===== src/rtl/reg_writeback_ctrl_if.sv =====
// Bus bundle for the register-file writeback controller: request queue input,
// data-memory read port, register-file write port and hazard lookup.
interface reg_writeback_ctrl_if #(
    parameter int DATA_W = 8,
    parameter int ADDR_W = 3
);
    localparam int NREG = 2 ** ADDR_W;

    logic              in_valid;
    logic              in_ready;
    logic [ADDR_W-1:0] in_dest;
    logic              in_is_load;
    logic [DATA_W-1:0] in_data;
    logic [DATA_W-1:0] in_addr;

    logic              mem_req;
    logic [DATA_W-1:0] mem_addr;
    logic              mem_ack;
    logic [DATA_W-1:0] mem_rdata;

    logic              RegWrite;
    logic [ADDR_W-1:0] RegDst;
    logic [DATA_W-1:0] Mem_to_Reg;

    logic [NREG-1:0]   busy;
    logic [ADDR_W-1:0] chk_ra;
    logic [ADDR_W-1:0] chk_rb;
    logic              hazard;

    modport master (
        output in_valid, in_dest, in_is_load, in_data, in_addr,
        output mem_ack, mem_rdata, chk_ra, chk_rb,
        input  in_ready, mem_req, mem_addr, RegWrite, RegDst, Mem_to_Reg, busy, hazard
    );

    modport slave (
        input  in_valid, in_dest, in_is_load, in_data, in_addr,
        input  mem_ack, mem_rdata, chk_ra, chk_rb,
        output in_ready, mem_req, mem_addr, RegWrite, RegDst, Mem_to_Reg, busy, hazard
    );
endinterface


===== src/rtl/reg_writeback_ctrl.sv =====
// In-order writeback controller: queues ALU/load results, fetches load data over
// req/ack, issues one register-file write per request and tracks pending writes.
module reg_writeback_ctrl #(
    parameter int DATA_W = 8,
    parameter int ADDR_W = 3,
    parameter int DEPTH  = 4
) (
    input logic clk,
    input logic rst,
    reg_writeback_ctrl_if.slave bus
);
    localparam int NREG  = 2 ** ADDR_W;
    localparam int PTR_W = $clog2(DEPTH);
    localparam int CNT_W = $clog2(DEPTH + 1);

    typedef enum logic [1:0] {S_IDLE, S_MEM, S_WRITE} state_t;

    state_t            state_q, state_d;
    logic [ADDR_W-1:0] q_dest_q [DEPTH], q_dest_d [DEPTH];
    logic              q_load_q [DEPTH], q_load_d [DEPTH];
    logic [DATA_W-1:0] q_val_q  [DEPTH], q_val_d  [DEPTH];
    logic [PTR_W-1:0]  wr_ptr_q, wr_ptr_d, rd_ptr_q, rd_ptr_d;
    logic [CNT_W-1:0]  count_q, count_d;
    logic [CNT_W-1:0]  cnt_q [NREG], cnt_d [NREG];
    logic              mem_req_q, mem_req_d;
    logic [DATA_W-1:0] mem_addr_q, mem_addr_d;
    logic              reg_write_q, reg_write_d;
    logic [ADDR_W-1:0] reg_dst_q, reg_dst_d;
    logic [DATA_W-1:0] wdata_q, wdata_d;
    logic [ADDR_W-1:0] cur_dest_q, cur_dest_d;

    logic              in_ready;
    logic              push, pop, retire;
    logic [NREG-1:0]   busy;

    assign in_ready = (count_q != CNT_W'(DEPTH));
    assign push     = bus.in_valid && in_ready;
    assign pop      = (state_q == S_IDLE) && (count_q != '0);
    assign retire   = (state_q == S_WRITE) && reg_write_q;

    always_comb begin
        q_dest_d = q_dest_q;
        q_load_d = q_load_q;
        q_val_d  = q_val_q;
        wr_ptr_d = wr_ptr_q;
        rd_ptr_d = rd_ptr_q;
        count_d  = count_q;
        if (push) begin
            q_dest_d[wr_ptr_q] = bus.in_dest;
            q_load_d[wr_ptr_q] = bus.in_is_load;
            q_val_d[wr_ptr_q]  = bus.in_is_load ? bus.in_addr : bus.in_data;
            wr_ptr_d           = wr_ptr_q + PTR_W'(1);
        end
        if (pop) rd_ptr_d = rd_ptr_q + PTR_W'(1);
        if (push && !pop)      count_d = count_q + CNT_W'(1);
        else if (pop && !push) count_d = count_q - CNT_W'(1);
    end

    // Register 0 is never written, so its counter is pinned at zero.
    always_comb begin
        cnt_d[0] = '0;
        for (int r = 1; r < NREG; r++) begin
            logic inc, dec;
            inc = push && (bus.in_dest == ADDR_W'(r));
            dec = retire && (reg_dst_q == ADDR_W'(r));
            cnt_d[r] = cnt_q[r];
            if (inc && !dec)      cnt_d[r] = cnt_q[r] + CNT_W'(1);
            else if (dec && !inc) cnt_d[r] = cnt_q[r] - CNT_W'(1);
        end
    end

    always_comb begin
        state_d     = state_q;
        mem_req_d   = mem_req_q;
        mem_addr_d  = mem_addr_q;
        reg_write_d = reg_write_q;
        reg_dst_d   = reg_dst_q;
        wdata_d     = wdata_q;
        cur_dest_d  = cur_dest_q;
        case (state_q)
            S_IDLE: begin
                if (pop) begin
                    if (q_load_q[rd_ptr_q]) begin
                        state_d    = S_MEM;
                        mem_req_d  = 1'b1;
                        mem_addr_d = q_val_q[rd_ptr_q];
                        cur_dest_d = q_dest_q[rd_ptr_q];
                    end else begin
                        state_d     = S_WRITE;
                        wdata_d     = q_val_q[rd_ptr_q];
                        reg_dst_d   = q_dest_q[rd_ptr_q];
                        reg_write_d = (q_dest_q[rd_ptr_q] != '0);
                    end
                end
            end
            S_MEM: begin
                if (bus.mem_ack) begin
                    state_d     = S_WRITE;
                    mem_req_d   = 1'b0;
                    wdata_d     = bus.mem_rdata;
                    reg_dst_d   = cur_dest_q;
                    reg_write_d = (cur_dest_q != '0);
                end
            end
            S_WRITE: begin
                state_d     = S_IDLE;
                reg_write_d = 1'b0;
            end
            default: state_d = S_IDLE;
        endcase
    end

    always_ff @(posedge clk or posedge rst) begin
        if (rst) begin
            state_q     <= S_IDLE;
            wr_ptr_q    <= '0;
            rd_ptr_q    <= '0;
            count_q     <= '0;
            mem_req_q   <= 1'b0;
            mem_addr_q  <= '0;
            reg_write_q <= 1'b0;
            reg_dst_q   <= '0;
            wdata_q     <= '0;
            cur_dest_q  <= '0;
            for (int i = 0; i < DEPTH; i++) begin
                q_dest_q[i] <= '0;
                q_load_q[i] <= 1'b0;
                q_val_q[i]  <= '0;
            end
            for (int r = 0; r < NREG; r++) cnt_q[r] <= '0;
        end else begin
            state_q     <= state_d;
            wr_ptr_q    <= wr_ptr_d;
            rd_ptr_q    <= rd_ptr_d;
            count_q     <= count_d;
            mem_req_q   <= mem_req_d;
            mem_addr_q  <= mem_addr_d;
            reg_write_q <= reg_write_d;
            reg_dst_q   <= reg_dst_d;
            wdata_q     <= wdata_d;
            cur_dest_q  <= cur_dest_d;
            q_dest_q    <= q_dest_d;
            q_load_q    <= q_load_d;
            q_val_q     <= q_val_d;
            cnt_q       <= cnt_d;
        end
    end

    always_comb begin
        for (int r = 0; r < NREG; r++) busy[r] = (cnt_q[r] != '0);
    end

    assign bus.in_ready   = in_ready;
    assign bus.mem_req    = mem_req_q;
    assign bus.mem_addr   = mem_addr_q;
    assign bus.RegWrite   = reg_write_q;
    assign bus.RegDst     = reg_dst_q;
    assign bus.Mem_to_Reg = wdata_q;
    assign bus.busy       = busy;
    assign bus.hazard     = busy[bus.chk_ra] | busy[bus.chk_rb];
endmodule

===== src/flat_wrapper.sv =====
// flat-port wrapper written by rule: the top's interface ports become plain ports
module reg_writeback_ctrl_flat 
#(
    parameter int DATA_W = 8,
    parameter int ADDR_W = 3,
    parameter int DEPTH  = 4
)
  (clk, rst, bus_in_valid, bus_in_dest, bus_in_is_load, bus_in_data, bus_in_addr, bus_mem_ack, bus_mem_rdata, bus_chk_ra, bus_chk_rb, bus_in_ready, bus_mem_req, bus_mem_addr, bus_RegWrite, bus_RegDst, bus_Mem_to_Reg, bus_busy, bus_hazard);
  reg_writeback_ctrl_if #(.DATA_W(DATA_W), .ADDR_W(ADDR_W)) bus_i ();
  input logic clk;
  input logic rst;
  input wire logic [$bits(bus_i.in_valid)-1:0] bus_in_valid;
  input wire logic [$bits(bus_i.in_dest)-1:0] bus_in_dest;
  input wire logic [$bits(bus_i.in_is_load)-1:0] bus_in_is_load;
  input wire logic [$bits(bus_i.in_data)-1:0] bus_in_data;
  input wire logic [$bits(bus_i.in_addr)-1:0] bus_in_addr;
  input wire logic [$bits(bus_i.mem_ack)-1:0] bus_mem_ack;
  input wire logic [$bits(bus_i.mem_rdata)-1:0] bus_mem_rdata;
  input wire logic [$bits(bus_i.chk_ra)-1:0] bus_chk_ra;
  input wire logic [$bits(bus_i.chk_rb)-1:0] bus_chk_rb;
  output wire logic [$bits(bus_i.in_ready)-1:0] bus_in_ready;
  output wire logic [$bits(bus_i.mem_req)-1:0] bus_mem_req;
  output wire logic [$bits(bus_i.mem_addr)-1:0] bus_mem_addr;
  output wire logic [$bits(bus_i.RegWrite)-1:0] bus_RegWrite;
  output wire logic [$bits(bus_i.RegDst)-1:0] bus_RegDst;
  output wire logic [$bits(bus_i.Mem_to_Reg)-1:0] bus_Mem_to_Reg;
  output wire logic [$bits(bus_i.busy)-1:0] bus_busy;
  output wire logic [$bits(bus_i.hazard)-1:0] bus_hazard;
  assign bus_i.in_valid = bus_in_valid;
  assign bus_i.in_dest = bus_in_dest;
  assign bus_i.in_is_load = bus_in_is_load;
  assign bus_i.in_data = bus_in_data;
  assign bus_i.in_addr = bus_in_addr;
  assign bus_i.mem_ack = bus_mem_ack;
  assign bus_i.mem_rdata = bus_mem_rdata;
  assign bus_i.chk_ra = bus_chk_ra;
  assign bus_i.chk_rb = bus_chk_rb;
  assign bus_in_ready = bus_i.in_ready;
  assign bus_mem_req = bus_i.mem_req;
  assign bus_mem_addr = bus_i.mem_addr;
  assign bus_RegWrite = bus_i.RegWrite;
  assign bus_RegDst = bus_i.RegDst;
  assign bus_Mem_to_Reg = bus_i.Mem_to_Reg;
  assign bus_busy = bus_i.busy;
  assign bus_hazard = bus_i.hazard;
  reg_writeback_ctrl #(.DATA_W(DATA_W), .ADDR_W(ADDR_W), .DEPTH(DEPTH)) u_core (.clk(clk), .rst(rst), .bus(bus_i));
endmodule

===== config.mk =====
export PLATFORM = sky130hd
export DESIGN_NAME = reg_writeback_ctrl_flat
export DESIGN_NICKNAME = d
export VERILOG_FILES = /design/src/rtl/reg_writeback_ctrl_if.sv /design/src/rtl/reg_writeback_ctrl.sv /design/src/flat_wrapper.sv
export SDC_FILE = /design/constraint.sdc
export NUM_CORES = 1
export LEC_CHECK = 0
export CORE_ASPECT_RATIO = 0.7
export CORE_MARGIN = 5
export CORE_UTILIZATION = 55
export CTS_CLUSTER_DIAMETER = 50
export DETAILED_ROUTE_END_ITERATION = 10
export PLACE_DENSITY = 0.92
export SLEW_MARGIN = 20
export SYNTH_ARGS = -nofsm -noshare
export SYNTH_HDL_FRONTEND = slang
export SYNTH_SLANG_ARGS = --single-unit

===== constraint.sdc =====
create_clock -name clk -period 4.6 [get_ports clk]
set_input_delay 0.92 -clock clk [delete_from_list [all_inputs] [get_ports clk]]
set_output_delay 0.92 -clock clk [all_outputs]
set_load 0.03 [all_outputs]

======== After elaboration in Yosys (flattened, before gate mapping) ========
Cells that the tools add are included.
word-level totals
  flip-flop bits (word level) ............. 102
  input port bits ......................... 38
  output and inout port bits .............. 31
operators by class
  add/sub/neg operators ................... 18
  $lt $le $gt $ge ......................... 5
  equality and inequality tests ........... 21
  multiplexer cells ....................... 59
  bitwise operators ....................... 3
  reduce and logical (&&, ||, !) cells .... 76
operators by type and width
  kind                 number
  $mux 3               22
  $mux 8               7
  $logic_and 1x1->1    34
  $reduce_bool 3->1    11
  $bwmux 32            1
  $add 3x1->3 const B  8
  $eq 3x3->1 const B   8
  $sub 3x1->3 const B  8
  $reduce_bool 2->1    9
  $bmux 8 s2           1
  $demux 8 s2          1
  $logic_not 1->1      16
  $pmux 8 s2           1
  $bwmux 12            1
  $eq 3x2->1 const B   4
  $reduce_and 4->1     3
  $mux 1               11
  $lt 3x4->1 const B   2
  $bmux 1 s3           2
  $bmux 3 s2           1
  $demux 3 s2          1
  $eq 3x1->1 const B   2
  $ge 3x3->1 const B   2
  $mux 2               3
  other kinds (19)     23

======== Longest topological paths before layout ========
Gate-level depths: netlist (run 1).
  depth after elaboration ................. 8
  mapped depth ............................ 12

======== Worst setup path after synthesis (run 1) ========
Ideal clock, no wire load.
  path type ............................... flip-flop to flip-flop
  from .................................... register u_core.count_q[2]
  to ...................................... register u_core.cnt_q[17] in the netlist's numbering
  setup time .............................. 0.079 ns
  data arrival time ....................... 2.581 ns
  required time ........................... 4.521 ns
  slack ................................... 1.940 ns
  cell stages (with the launch flop) ...... 13
  buffers on the path ..................... 1
  cell sequence ........................... dfrtp_1 or3b_2 clkbuf_1 nand2_1 inv_1 nand2_1 nor3_1 ha_1 inv_1 fa_1 xor2_1 nor2_1 xor2_1
on the way
  longest elaborated chain between the ends .. 6
ends and longest elaborated chain
  what                         RTL line                   RTL
  start, declared              reg_writeback_ctrl.sv:23   logic [CNT_W-1:0] count_q, count_d;
  start signal, assigned       reg_writeback_ctrl.sv:135  count_q <= count_d;
  $ne 3x3->1 *                 reg_writeback_ctrl.sv:36   assign in_ready = (count_q != CNT_W'(DEPTH));
  net bus_in_ready             flat_wrapper.sv:21         output wire logic [$bits(bus_i.in_ready)-1:0] bus_in_ready;
  $logic_and 1x1->1 *          reg_writeback_ctrl.sv:37   assign push = bus.in_valid && in_ready;
  net u_core.push              reg_writeback_ctrl.sv:33   logic push, pop, retire;
  $logic_and 1x1->1 *          reg_writeback_ctrl.sv:64   inc = push && (bus.in_dest == ADDR_W'(r));
  $logic_not 1->1              reg_writeback_ctrl.sv:68   else if (dec && !inc) cnt_d[r] = cnt_q[r] - CNT_W'(1);
  $logic_and 1x1->1            reg_writeback_ctrl.sv:68
  $reduce_bool 2->1 (no line)  n/a
  end signal, assigned         reg_writeback_ctrl.sv:145  cnt_q <= cnt_d;
  end, declared                reg_writeback_ctrl.sv:24   logic [CNT_W-1:0] cnt_q [NREG], cnt_d [NREG];
Mark *: on every way through the listed nets, which the timed path passes. The rest lies on a longest branch.
A chain may end at the register's enable or synchronous reset.

======== Final worst setup path (run 1) ========
  from .................................... input bus_chk_rb[2]
  to ...................................... output bus_hazard
on the way
  longest elaborated chain between the ends .. 3
ends and longest elaborated chain
  what                          RTL line                   RTL
  start, declared               flat_wrapper.sv:20         input wire logic [$bits(bus_i.chk_rb)-1:0] bus_chk_rb;
  $bmux 1 s3                    reg_writeback_ctrl.sv:160  assign bus.hazard = busy[bus.chk_ra] | busy[bus.chk_rb];
  $mux 1 (not written as such)  reg_writeback_ctrl.sv:160
  $or 1x1->1                    reg_writeback_ctrl.sv:160
  end, declared                 flat_wrapper.sv:28         output wire logic [$bits(bus_i.hazard)-1:0] bus_hazard;
No other way between the ends. The select of a mux whose other input is x is not followed.

==> metrics.cfg, run 1 <==
[synth]
synth_top_family_by_area = multiplexers
synth.area.mux_share_pct = 18.4
yosysMostFrequentCell = dfrtp_1
yosys_most_used_dff = dfrtp_1
ys_seq_area_share_pct = 50.2
ys_seq_elements = 102
synth_area_um2 = 5080
netlist_instances = 427
yosys.area.top_type_share_pct = 50.2
yosys_warnings = 0
yosysTopAreaCell = dfrtp_1
synth_compound_area_share_pct = 7.14
synth_fa_ha_area_share_pct = 6.84
synth_cell_types = 37
synth.avg_cell_area_um2 = 11.9
synth_edf_count = 0
synth_xor_area_share_pct = 4.65
synthTopCellsByArea = dfrtp_1 50%, mux2_2 9.3%, mux4_2 5.3%
syn_nets = 488
ys_top_cells_by_count = 102 x dfrtp_1, 48 x nand2_1, 42 x mux2_2
async_reset_ff_share_pct = 100
yosys.area_share.simple_pct = 9.50

[timing]
max_freq_mhz = 268
skew_ns = 0.0104
finalCritPeriodShare_pct = 81.3
slew_violations = 0
timing.slew.headroom_pct = 37.1
hold_ws_ns = 0.465
final-setup-viol-count = 0
finalHoldViolCount = 0
fin_crit_ns = 3.74
setup_tns_ns = 0
worst_pin_slew_ns = 0.944
rsz0062_at_grt = false

[clocking]
root_buffer = clkbuf_16
cts.sinks = 102
cts_tree = yes
clock_path_buffers = 2
cts_hold_buf = 0
path_clk_slew_ns = 0.07
cts-resized-gates = 0
clock_latency_ns = 0.35
cts_made_buffers = 9
postCtsSetupBuffers = 0
cts_max_level = 3

[floorplanning]
die_x_um = 125
die_height_um = 90.4
io_pins = 69
core_area_um2 = 9030
start_util_pct = 56.3
rows = 29
die_area_um2 = 11300

[detailed_routing]
vias = 3531
drt_iter0_markers = 329
drc = 0
viasPerCell = 5.71
routed_wirelength_um = 12000
drt_pass1_iterations = 4
wl_per_cell_um = 19.4
antenna_left = 0

[critical_path]
cp.arrival_ns = 2.82
r2r_start = u_core.count_q[1]
cpPeakStageDelay_ns = 0.60
worst-endpoint-required_ns = 3.68
crit_path_start = bus_chk_rb[2]
slowest_stage = clkdlybuf4s50_1
rrSetupSlack_ns = 1.90
endpoint_kind = output port
cp_num_buf_inv = 2
path_max_fanout = 4
crit_family = buffers and inverters
start_kind = input pin
critPathKind = in2out
cp_cell_sequence = clkdlybuf4s50_1, mux2_2, a211oi_1, o22ai_1, clkdlybuf4s50_1
critPathMostFrequentCell = clkdlybuf4s50_1

[final_layout]
diodes = 0
fill_cells = 606
area_growth_pct = 21.3
drive_gt1_share_pct = 17.6
nNetsFinal = 550

[global_route]
antenna_found_initial = 0
grt_overflow_total = 0
grt_pass1_vias = 3872
grt_max_degree = 78
grt_util_all_layers_pct = 22.1
grt_first_pass_wirelength_um = 20100

[place]
dp.final_hpwl_um = 8190
gp_congestion = 0.783
io_buffers = 67

[outcome]
status = finished, final reports clean

[pwr]
power_density_nw_per_um2 = 770
p_leak_uw = 0.00257
power_uw = 4750
peakVddDrop_mv = 0.341

[hold_path]
hold_start = u_core.cnt_q[14]
holdCritPathClass = reg2reg

[run]
drv_cap = 0

==> stage by stage <==
step	std cells	worst slack, ns	area, um^2	util, %
2_1_floorplan	427	1.00	5080	-
3_3_place_gp	602	0.952	5830	64.6
3_5_place_dp	602	0.874	5830	64.6
4_1_cts	618	0.874	6160	68.2
5_1_grt	618	0.818	6160	68.2
6_report	618	0.862	6160	68.2
==> worst paths after layout <==
kind,endpoint,depth (start not counted)
worst min register to register,u_core.cnt_q[14],1
worst min-delay path,u_core.cnt_q[14],1
min in group asynchronous,u_core.cnt_q[10],2
worst max register to register,u_core.cnt_q[13],9
max in group asynchronous,u_core.bus.mem_addr[2],3
worst max-delay path,bus_hazard,5
==> sequential cells by signal, summed over array words and instances (netlist names) <==
| name | cells |
|---|---|
| u_core.bus.RegWrite | 1 |
| u_core.wr_ptr_q | 2 |
| u_core.bus.Mem_to_Reg | 8 |
| u_core.bus.mem_req | 1 |
| u_core.rd_ptr_q | 2 |
| u_core.q_dest_q | 12 |
| u_core.cnt_q | 21 |
| u_core.q_load_q | 4 |
| u_core.bus.RegDst | 3 |
| u_core.state_q | 2 |
| u_core.bus.mem_addr | 8 |
| u_core.count_q | 3 |
| u_core.cur_dest_q | 3 |
| u_core.q_val_q | 32 |
==> area by class of cell <==
class / instances / area (um^2) / share of cell area, %
Sequential cell: 102 / 2550 / 41.4
Multi-Input combinational cell: 290 / 2370 / 38.4
Timing Repair Buffer: 71 / 701 / 11.4
Clock buffer: 9 / 225 / 3.65
Tap cell: 124 / 155 / 2.52
Clock inverter: 7 / 104 / 1.68
Inverter: 15 / 58.8 / 0.954
==> worst register-to-register path, cell delays in order (launching register included) <==
cell and delay, ns:
dfrtp_1 0.44, or3b_2 0.57, nand2_1 0.17, inv_1 0.13
nand2_1 0.17, nor2_1 0.11, ha_1 0.23, inv_1 0.08
fa_1 0.41, mux2_2 0.27
==> power by group <==
group	switching (uW)	internal [uW]	leakage [uW]
clock network	349	484	0.000161
registers	355	1350	0.00122
logic	1180	1030	0.00119
==> logic make-up (layout without fill, tap and decap cells) <==
kind of cell / count (synthesis) / after routing
simple gates: 109 / 109
compound gates: 57 / 57
flops: 102 / 102
xor+xnor: 27 / 27
mux: 73 / 73
other cells: 1 / 1
fa+ha+maj: 23 / 23
buf+inv: 35 / 102
==> cell usage in the layout, fill, tap and decap left out, types with 2 or more instances in the layout <==
cell type / instances
nand3_1: 8
nor3_1: 5
buf_4: 4
dfrtp_1: 102
xor2_1: 16
fa_1: 8
clkbuf_16: 9
nor2b_1: 3
o21ai_0: 33
nand2_1: 48
a21oi_1: 4
or3_1: 7
mux4_2: 12
a211oi_1: 2
nor2_1: 28
inv_6: 2
clkdlybuf4s50_1: 67
nand2b_1: 4
clkinv_4: 3
nor3b_1: 2
inv_1: 14
xnor2_1: 11
mux2i_1: 19
a21oi_2: 9
bufinv_16: 2
ha_1: 15
o22ai_1: 4
mux2_2: 42
==> routing by layer <==
layer | global-route usage [%] | share of wire, % | vias to the layer above
met4 | 7.31 | 1.5 | 0
met1 | 29.9 | 42 | 1794
met5 | 0 | 0 | -
met3 | 5.14 | 6.9 | 14
li1 | - | - | 1592
met2 | 35.7 | 50 | 131
No activity file was read; power rests on OpenSTA's default activity.
==> run 2: changes to the inputs <==
Clock period 4.6 ns to 3.56 ns, I/O delays scaled along.
==> metrics.cfg, run 2 (synthesis gave the netlist of run 1 again) <==
[timing]
rsz0062_at_grt = false
finalCritPeriodShare_pct = 93.4
slew_violations = 0
final-setup-viol-count = 0
fin_crit_ns = 3.32
timing.slew.headroom_pct = 40.6
finalHoldViolCount = 0
setup_tns_ns = 0
max_freq_mhz = 301
worst_pin_slew_ns = 0.889
skew_ns = 0.00501
hold_ws_ns = 0.460

[clocking]
clock_path_buffers = 2
clock_latency_ns = 0.34
path_clk_slew_ns = 0.07
cts_max_level = 3
cts_hold_buf = 0
cts-resized-gates = 0
root_buffer = clkbuf_16
cts.sinks = 102
cts_tree = yes
cts_made_buffers = 9
postCtsSetupBuffers = 0

[pwr]
peakVddDrop_mv = 0.380
p_leak_uw = 0.00256
power_density_nw_per_um2 = 981

[critical_path]
worst-endpoint-required_ns = 2.85
slowest_stage = clkdlybuf4s50_1
critPathMostFrequentCell = clkdlybuf4s50_1
endpoint_kind = output port
crit_family = buffers and inverters
critPathKind = in2out
rrSetupSlack_ns = 0.75
cp.arrival_ns = 2.61
cp_num_buf_inv = 2
cp_cell_sequence = clkdlybuf4s50_1, mux2_2, a211oi_1, o22ai_1, clkdlybuf4s50_1
start_kind = input pin
cpPeakStageDelay_ns = 0.60
path_max_fanout = 4

[run]
drv_cap = 0

[place]
dp.final_hpwl_um = 8460
io_buffers = 67
gp_congestion = 0.799

[global_route]
antenna_found_initial = 0
grtUsageMet3_pct = 5.44
grt_overflow_total = 0
grt_use_met1_pct = 28.8
grt_pass1_vias = 3944
grt_first_pass_wirelength_um = 20700
grt_busiest_layer = met2
use_met2_pct = 38.8
grt_max_degree = 48
grt_util_all_layers_pct = 22.9

[detailed_routing]
routed_wirelength_um = 12400
wl_per_cell_um = 19.9
drc = 0
viasPerCell = 5.95
drt_iter0_markers = 340
antenna_left = 0
drt_pass1_iterations = 5
vias = 3698

[final_layout]
area_growth_pct = 20.9
drive_gt1_share_pct = 18.3
most-common-layout-cells = 102 x dfrtp_1, 67 x clkdlybuf4s50_1, 48 x nand2_1
reg.largest.list = u_core.q_val_q (32), u_core.cnt_q (21), u_core.q_dest_q (12)
largest_reg_flops = 32
final_common_cell = dfrtp_1
nNetsFinal = 554
diodes = 0
largest_register = u_core.q_val_q

[floorplanning]
die_area_um2 = 11300
die_height_um = 90.4
core_area_um2 = 9030
io_pins = 69
start_util_pct = 56.3
die_x_um = 125
rows = 29

[hold_path]
holdCritPathClass = reg2reg

[outcome]
status = finished, final reports clean

## run 2: changes by cell type in the layout (fill, tap and decap cells not counted)
| cell | change |
|---|---|
| clkinv_2 | +1 |
| clkinv_4 | -1 |
| inv_6 | +1 |
| buf_4 | +4 |
| clkinvlp_4 | +1 |
| bufinv_16 | -2 |
## run 2: power breakdown
| part | internal (uW) | switching (uW) |
|---|---|---|
| Combinational | 1330 | 1580 |
| Sequential | 1750 | 443 |
| Clock | 483 | 440 |
| Total | 3560 | 2470 |
## run 2: final cells by class
class                           count  area (um^2)
Inverter                           15         58.8
Timing Repair Buffer               75          731
Fill cell                         603         2890
Sequential cell                   102         2550
Clock inverter                      7         56.3
Tap cell                          124          155
Multi-Input combinational cell    290         2370
Clock buffer                        9          225
## run 2: routing by layer
layer  vias to the layer above  share of wire [%]
met5                         -                  0
met4                         0                3.5
met3                        41                7.2
met2                       176                 50
met1                      1881                 40
li1                       1600                  -
## run 2: final timing paths
check | startpoint | endpoint | cells past startpoint
worst max register to register | u_core.count_q[0] | u_core.cnt_q[1] | 9
worst min-delay path | u_core.cnt_q[8] | u_core.cnt_q[8] | 1
min in group asynchronous | rst | u_core.cnt_q[11] | 2
worst max-delay path | bus_chk_rb[2] | bus_hazard | 5
worst min register to register | u_core.cnt_q[8] | u_core.cnt_q[8] | 1
max in group asynchronous | rst | u_core.cnt_q[9] | 3
## run 2: stage by stage
step	worst slack (ns)	utilization, %	instances	cell area (um^2)	power [uW]
floorplan	0.173	-	427	5080	4150
global placement	0.311	64.9	606	5860	4770
detailed placement	0.216	64.9	606	5860	5010
CTS	0.224	68.0	622	6150	6020
global route	0.181	68.0	622	6150	6380
finish	0.236	68.0	622	6150	6030
==> run 3: changes to the inputs <==
Settings changed: SLEW_MARGIN 20 to default.
==> results of run 3 <==
No change in the layout: final DEF, timing and power equal those of run 2.
